--- config.mk ---
export PLATFORM = sky130hd
export DESIGN_NAME = divider
export DESIGN_NICKNAME = d
export VERILOG_FILES = /design/src/rtl/divider.sv
export SDC_FILE = /design/constraint.sdc
export NUM_CORES = 1
export LEC_CHECK = 0
export CORE_ASPECT_RATIO = 0.9
export CORE_MARGIN = 2
export CORE_UTILIZATION = 53
export DETAILED_ROUTE_END_ITERATION = 10
export HOLD_SLACK_MARGIN = 0.05
export PLACE_DENSITY = 0.79
export SETUP_SLACK_MARGIN = 0.2
export SKIP_CTS_REPAIR_TIMING = 1
export SLEW_MARGIN = 20
export SYNTH_ARGS = -nofsm -noshare
export SYNTH_HDL_FRONTEND = slang
export SYNTH_SLANG_ARGS = --single-unit
--- constraint.sdc ---
create_clock -name clk -period 3.8 [get_ports clk]
set_input_delay 0.76 -clock clk [delete_from_list [all_inputs] [get_ports clk]]
set_output_delay 0.76 -clock clk [all_outputs]
set_load 0.02 [all_outputs]
--- src/rtl/divider.sv ---
// Iterative radix-2 restoring divider, signed/unsigned, quotient or remainder.
// One quotient bit per clock; handshake mirrors the shift-add multiplier.
module divider #(
  parameter int WIDTH = 32
) (
  input  logic             clk,
  input  logic             resetn,
  input  logic [WIDTH-1:0] A_i,
  input  logic [WIDTH-1:0] B_i,
  input  logic             enable_i,
  input  logic             rem_or_quo_i,
  input  logic             sign_i,
  output logic [WIDTH-1:0] Result,
  output logic             ready_o,
  output logic             div_by_zero_o,
  output logic             busy_o
);

  typedef enum logic [1:0] {
    IDLE    = 2'b00,
    EXECUTE = 2'b01,
    FIXUP   = 2'b10,
    OUTPUT  = 2'b11
  } state_t;

  state_t state, state_nxt;

  logic [4:0]       cnt;
  logic             last;
  logic [WIDTH-1:0] rem;
  logic [WIDTH-1:0] quo;
  logic [WIDTH-1:0] dvs;
  logic [WIDTH-1:0] a_raw;
  logic             rq;
  logic             a_neg;
  logic             q_neg;
  logic             zero;

  logic [WIDTH:0]   r_sh;
  logic [WIDTH:0]   diff;
  logic [WIDTH-1:0] a_mag;
  logic [WIDTH-1:0] b_mag;

  // Partial remainder stays below the divisor, so 32 bits plus the shifted-in
  // quotient bit cover every trial subtraction.
  assign r_sh = {rem, quo[WIDTH-1]};
  assign diff = r_sh - {1'b0, dvs};

  assign a_mag = (sign_i & A_i[WIDTH-1]) ? -A_i : A_i;
  assign b_mag = (sign_i & B_i[WIDTH-1]) ? -B_i : B_i;

  assign busy_o = (state != IDLE);

  always_ff @(posedge clk or negedge resetn) begin
    if (!resetn) state <= IDLE;
    else         state <= state_nxt;
  end

  always_comb begin
    state_nxt = state;
    unique case (state)
      IDLE:    if (enable_i) state_nxt = EXECUTE;
      EXECUTE: if (last && cnt == 5'd31) state_nxt = FIXUP;
      FIXUP:   state_nxt = OUTPUT;
      OUTPUT:  state_nxt = IDLE;
      default: state_nxt = IDLE;
    endcase
  end

  always_ff @(posedge clk or negedge resetn) begin
    if (!resetn) begin
      cnt           <= '0;
      last          <= 1'b0;
      rem           <= '0;
      quo           <= '0;
      dvs           <= '0;
      a_raw         <= '0;
      rq            <= 1'b0;
      a_neg         <= 1'b0;
      q_neg         <= 1'b0;
      zero          <= 1'b0;
      Result        <= '0;
      ready_o       <= 1'b0;
      div_by_zero_o <= 1'b0;
    end else begin
      ready_o <= 1'b0;
      unique case (state)
        IDLE: begin
          cnt  <= '0;
          last <= 1'b0;
          if (enable_i) begin
            rq    <= rem_or_quo_i;
            a_neg <= A_i[WIDTH-1] & sign_i;
            q_neg <= (A_i[WIDTH-1] ^ B_i[WIDTH-1]) & sign_i;
            zero  <= (B_i == '0);
            a_raw <= A_i;
            quo   <= a_mag;
            dvs   <= b_mag;
            rem   <= '0;
          end
        end
        EXECUTE: begin
          // The cycle after bit 31 is a settle cycle with the counter parked.
          if (!last) begin
            rem <= diff[WIDTH] ? r_sh[WIDTH-1:0] : diff[WIDTH-1:0];
            quo <= {quo[WIDTH-2:0], ~diff[WIDTH]};
            if (cnt == 5'd31) last <= 1'b1;
            else              cnt  <= cnt + 5'd1;
          end
        end
        FIXUP: begin
          if (q_neg) quo <= -quo;
          if (a_neg) rem <= -rem;
        end
        OUTPUT: begin
          ready_o       <= 1'b1;
          div_by_zero_o <= zero;
          if (zero) Result <= rq ? a_raw : '1;
          else      Result <= rq ? rem : quo;
        end
        default: ;
      endcase
    end
  end

endmodule
==> results.ini, run 1 <==
[route]
wl_per_cell_um=18.85
drc=0
via_per_inst=6.206
wirelength_um=35730
antenna_left=0
num_vias=11760
first_pass_iters=5
drt-initial-drc-count=1306

[placed_design]
dp_hpwl_um=25180
io_buffers=103
gp_congestion=0.8939
place_area_um2=13970
dp.cells=1863
dpl_worst_slack_ps=133.5

[global_route]
grt_pass1_vias=11370
grtUsageTotal=0.2889
grt_pass1_wl_um=58640
antenna_found_initial=0
grt_start_max_net_pins=92
grt_overflow=0

[floorplan]
placement_rows=53
dieArea_um2=25080
die_x_um=166.7
core-area_um2=23410
boundaryPins=104
start_util=0.5395
die_h_um=150.4

[status]
status=completed

[cells_and_area]
final_cells=1895
seq_area_um2=4355
n_antenna_cell=0
multi_input_area_um2=7571
area_growth_pct=15.56
num-fill-cells=1956
fin_area_um2=14600
drive_gt1_frac=0.08349
final_nets=1692

[power_and_ir_drop]
power_density_nw_per_um2=906.7
finalPower_mw=13.23
leakage_nw=6.181
max-vdd-ir-drop_mv=1.025

[job]
max_cap_viol_count=0

[timing]
hold_viol=0
final_max_slew_viol_count=0
fin_crit_sh=0.8852
fin_tns_setup_ps=0
fin_ws_ps=436.2
worst_clock_skew_ps=12.26
fmax_mhz=297.3
max_slew_margin=0.3274
setup_viol=0
rsz0062_at_grt=false
period_minus_slack_ps=3364
max_slew.worst_pin.slew_ps=1009

[clock_tree]
cts_tree=yes
clockBufferDepth=2
clock_latency_ps=440
h-tree-depth=4
numCtsBuffers=17
cts_root_buf=clkbuf_16
clkTransAtPathRegs_ps=70
clock_sinks=174

[hold_path]
holdCritPathClass=primary input to async pin

[worst_setup_path]
r2r-end=rem[3]
worstPathRequired_ps=4080
critPathKind=flip-flop to flip-flop
r2r-start=quo[31]
worstPathArrival_ps=3640
regToRegSetupSlack_ps=440
worstSetupStartpointType=flip-flop
ff2ff_path_depth=13
crit_fanout=8
worstSetupEndpointType=flip-flop

[synth]
synth_area_leaders=dfrtp_1 34%, o21ai_0 5.3%, nand2_1 4.9%, mux2i_1 4.7%, xnor2_1 4.3%
syn_nets=1628
synthesis.area_um2=12630
yosysUniqueCellTypes=83
ys.flop_type=dfrtp_1
synth.avg_cell_area_um2=8.331
synthCells=1516
synth_seq_area_share=0.3448
synthArstFlopShare=1.000
ys_ff_latch=174
synth_top_cell_area_share=0.3448
synth_edf_count=0
yosysWarningCount=0
synth.largest_area_cell=dfrtp_1

==> cell usage after synthesis (33+ instances only) <==
| master | n |
|---|---|
| dfrtp_1 | 174 |
| nand2_1 | 166 |
| o21ai_0 | 135 |
| nor2_1 | 120 |
| inv_1 | 88 |
| clkbuf_1 | 79 |
| a21oi_1 | 71 |
| xnor2_1 | 62 |
| mux2i_1 | 59 |
| nor3_1 | 46 |
| xor2_1 | 43 |
| ha_1 | 42 |
| o21ai_1 | 40 |
| o211ai_1 | 39 |
| mux2_2 | 33 |
==> power breakdown <==
group          switching [mW]  internal [mW]
clock                   0.860           1.01
combinational            4.69           3.21
sequential              0.802           2.67
total                    6.35           6.88
==> how the worst max path moves through the flow <==
stage / from / endpoint / cells past startpoint
2_1_floorplan: quo[31] / rem[1] / 13
3_3_place_gp: A_i[2] / quo[24] / 11
3_5_place_dp: A_i[3] / quo[28] / 11
4_1_cts: quo[31] / rem[3] / 13
5_1_grt: quo[31] / rem[3] / 13
6_report: quo[31] / rem[3] / 13
==> cells in the final DEF, fill, tap and decap left out, types with 6 or more instances in the layout <==
cell	instances
o31ai_1	25
a22o_1	8
nor3_1	46
nor4_1	13
o21ai_1	40
nand2b_1	12
clkbuf_16	17
a211oi_1	9
a221oi_1	15
a31oi_1	14
nand3_1	29
clkdlybuf4s50_1	102
and3_1	14
a22oi_1	11
mux2i_1	59
or3_1	15
a21o_1	23
nand4_1	7
nor2_1	120
dfrtp_1	173
a21oi_1	70
mux2_2	33
o211ai_1	39
or4_1	6
xnor2_1	62
a221o_1	10
o41ai_1	8
ha_1	41
nand2_1	165
xor2_1	43
buf_4	38
inv_6	6
nor2b_1	6
o21ai_0	134
inv_1	88
==> flip-flops by register name, summed over array words and instances (netlist names) <==
signal,flops
q_neg,1
a_raw,32
rq,1
rem,32
zero,1
quo,32
cnt,5
Result,32
state,2
dvs,32
last,1
div_by_zero_o,1
ready_o,1
a_neg,1
==> metrics by stage <==
step                  util  hold slack (ps)
detailed placement  0.5967            470.7
floorplan                -            444.6
finish              0.6235            331.2
global route        0.6235            388.8
global placement    0.5967            464.3
CTS                 0.6231            372.7
==> cells by family (layout without fill, tap and decap cells) <==
group           Yosys count  in the layout  synth area share
simple gates            467            467            0.1768
compound gates          449            449            0.2281
buf+inv                 186            263           0.05815
flops                   174            174            0.3448
xor+xnor                105            105           0.07282
mux                      92             92           0.07618
fa+ha+maj                43             43           0.04319
==> layout make-up <==
cell class | count | area share
flip-flops and latches | 174 | 0.2984
multi-input cells | 1156 | 0.5187
clock inverters | 15 | 0.01329
inverters | 89 | 0.02289
well taps | 302 | 0.02589
clock buffers | 17 | 0.02915
repair buffers | 142 | 0.09164
==> per-layer routing <==
layer | wire, um | vias to the layer above | GRT usage
li1 | - | 5565 | -
met4 | 985 | 0 | 0.09871
met2 | 16430 | 501 | 0.4651
met3 | 2774 | 75 | 0.05100
met5 | 0 | - | 0
met1 | 15540 | 5620 | 0.3967
==> worst max-delay path: stages (launching register included) <==
cell	delay (ps)
dfrtp_1	410
inv_1	110
ha_1	240
fa_1	410
nand2b_1	200
a21oi_2	220
o21ai_2	140
a211oi_1	270
o21ai_2	100
nor4b_4	150
or3_4	490
buf_4	200
mux2i_1	140
o221ai_1	120
Power figures use the tool's default switching activity.
==> inputs of run 2 (changes only) <==
--- a/config.mk
+++ b/config.mk
@@ -5,12 +5,14 @@
 export SDC_FILE = /design/constraint.sdc
 export NUM_CORES = 1
 export LEC_CHECK = 0
+export ABC_AREA = 1
 export CORE_ASPECT_RATIO = 0.9
 export CORE_MARGIN = 2
 export CORE_UTILIZATION = 53
 export DETAILED_ROUTE_END_ITERATION = 10
+export GPL_TIMING_DRIVEN = 0
 export HOLD_SLACK_MARGIN = 0.05
-export PLACE_DENSITY = 0.79
+export PLACE_DENSITY = 0.78
 export SETUP_SLACK_MARGIN = 0.2
 export SKIP_CTS_REPAIR_TIMING = 1
 export SLEW_MARGIN = 20
==> results.ini, run 2 <==
[cells_and_area]
drive_gt1_frac=0.03434  ; -0.04915
final_common_cell=nand2_1
final_cells=2830  ; +49%
layout_common_cells=789 x nand2_1, 334 x inv_1, 208 x nor2_1
postLayoutCoreUtil=0.6145  ; -0.009041
area_growth_pct=14.88
final_nets=2574  ; +52%

[floorplan]
placement_rows=57  ; +7.5%
boundaryPins=104  ; unchanged
dieArea_um2=28320  ; +13%
start_util=0.5349  ; -0.004649
die_x_um=177.2  ; +6.3%
die_h_um=159.9  ; +6.3%
core-area_um2=26740  ; +14%

[global_route]
antenna_found_initial=2  ; +2
grtUsageTotal=0.3872  ; +0.09829
grt_start_max_net_pins=97  ; +5.4%
grt_pass1_wl_um=83220  ; +42%
grt_pass1_vias=14820  ; +30%
grt_overflow=0  ; unchanged

[synth]
yosysUniqueCellTypes=45  ; -46%
synth.most_common_cell=nand2_1
synth_top_cell_area_share=0.3044  ; -0.04038
yosys-top-cells-count=789 x nand2_1, 334 x inv_1, 208 x nor2_1
ys_ff_latch=174  ; unchanged
yosysWarningCount=0  ; unchanged
synth_edf_count=0  ; unchanged
synth.avg_cell_area_um2=6.116  ; -27%
syn_nets=2451  ; +51%
synthesis.area_um2=14300  ; +13%
ys.flop_type=dfrtp_1
synth.largest_area_cell=dfrtp_1
synthArstFlopShare=1.000  ; unchanged
synthCells=2339  ; +54%
synth_area_leaders=dfrtp_1 30%, nand2_1 21%, inv_1 8.8%, nand3_1 6.2%, o21ai_0 6.0%
synth_seq_area_share=0.3044  ; -0.04038

[timing]
fin_crit_sh=0.8083  ; -0.07692
period_minus_slack_ps=3071  ; -292.3 ps
max_slew.worst_pin.slew_ps=890.8  ; -118.1 ps
hold_viol=0  ; unchanged
fin_tns_setup_ps=0  ; unchanged
rsz0062_at_grt=false
worst_clock_skew_ps=13.65  ; +1.391 ps
fmax_mhz=325.6  ; +9.5%
max_slew_margin=0.4061  ; +0.07871
final_max_slew_viol_count=0  ; unchanged
setup_viol=0  ; unchanged

[clock_tree]
cts_tree=yes
clockBufferDepth=2  ; unchanged
clock_sinks=174  ; unchanged
h-tree-depth=4  ; unchanged
clock_latency_ps=460  ; +20 ps
clkTransAtPathRegs_ps=80  ; about the same
cts_root_buf=clkbuf_16
numCtsBuffers=17  ; unchanged

[power_and_ir_drop]
max-vdd-ir-drop_mv=0.4772  ; -53%
power_density_nw_per_um2=935.5  ; +3.2%
leakage_nw=8.468  ; +37%

[worst_setup_path]
crit_fanout=10  ; +2
r2r-start=state[0]
worstPathRequired_ps=4130  ; +50 ps
critPathKind=flip-flop to flip-flop
worstSetupStartpointType=flip-flop
ff2ff_path_depth=9  ; -4
r2r-end=rem[9]
worstPathArrival_ps=3400  ; -240 ps
startpoint=state[0]
worstSetupEndpointType=flip-flop
endpoint=rem[9]
regToRegSetupSlack_ps=730  ; +290 ps

[route]
via_per_inst=5.809  ; -6.4%
wl_per_cell_um=19.26  ; +2.1%
num_vias=16440  ; +40%
drc=0  ; unchanged
wirelength_um=54500  ; +53%
first_pass_iters=9  ; +4
drt-initial-drc-count=2117  ; +62%
antenna_left=0  ; unchanged

[status]
status=completed

[job]
max_cap_viol_count=0  ; unchanged

[hold_path]
holdCritPathClass=primary input to async pin

[placed_design]
io_buffers=103  ; unchanged
dp.cells=2797  ; +50%
gp_congestion=0.9892  ; +11%
dp_hpwl_um=43770  ; +74%

run 2: changes by cell type after synthesis, sizes merged, moves of 33 or more:
cell	before	now
mux2i	59	0
xnor2	62	13
nand2	167	801
inv	88	338
mux2	33	0
nor2	120	214
nand4	7	41
nand3	30	182
run 2: worst min-delay path by stage:
stage / from / endpoint / slack, ps / cells past startpoint
global route: resetn / quo[21] / 320 / 1
detailed placement: a_raw[31] / a_raw[31] / 470 / 2
global placement: quo[24] / quo[24] / 460 / 2
CTS: resetn / quo[21] / 320 / 1
floorplan: cnt[2] / cnt[2] / 450 / 1
finish: resetn / quo[21] / 260 / 1
run 2: critical path, cell delays in order (launching register included):
cell	delay, ps
dfrtp_1	420
inv_1	100
ha_1	150
clkbuf_1	310
clkinv_1	460
o2111ai_1	740
nor2_1	290
clkbuf_1	280
nand2_1	120
nand2_1	80
run 2: where the power goes:
group	total [mW]	switching (mW)	leakage, nW	internal (mW)
clock	1.87	0.858	0.306	1.01
combinational	9.96	6.91	5.99	3.05
sequential	3.54	0.858	2.17	2.68
run 2: cell type report:
class	instances	area, um^2
Inverter	342	1284
Clock inverter	14	180.2
Multi-Input combinational cell	1743	8338
Fill cell	2671	10310
Buffer	80	329.1
Clock buffer	18	439.2
Tap cell	354	442.9
Timing Repair Buffer	104	1064
Sequential cell	174	4354
Antenna cell	1	2.502
run 2: stage by stage:
stage               setup slack (ps)  power (mW)  hold WS, ps  area [um^2]
detailed placement             443.5       13.07        465.8        15810
finish                         728.5       15.37        262.3        16430
global route                   479.5       16.46        320.7        16430
CTS                            853.9       14.96        320.0        16430
floorplan                       1501       9.730        448.1        14310
global placement               -5292       12.91        462.6        15780
run 2: logic make-up (layout without fill, tap and decap cells):
kind of cell,Yosys count,after routing,synth area share
buffers and inverters,422,558,0.1127
AOI/OAI and AO/OA,348,348,0.1363
adders and majority gates,43,43,0.03813
DFF,174,174,0.3044
other,0,1,0
xor gates and xnor gates,40,40,0.02449
and+or+nand+nor,1312,1312,0.3840
run 2: layer usage:
metal  part of all wire  GRT usage  vias up
li1                   -          -     7750
met1               0.44     0.5895     7581
met2               0.39     0.5267      997
met3               0.14     0.1190      108
met4              0.023    0.09692        4
met5            0.00084          0        -
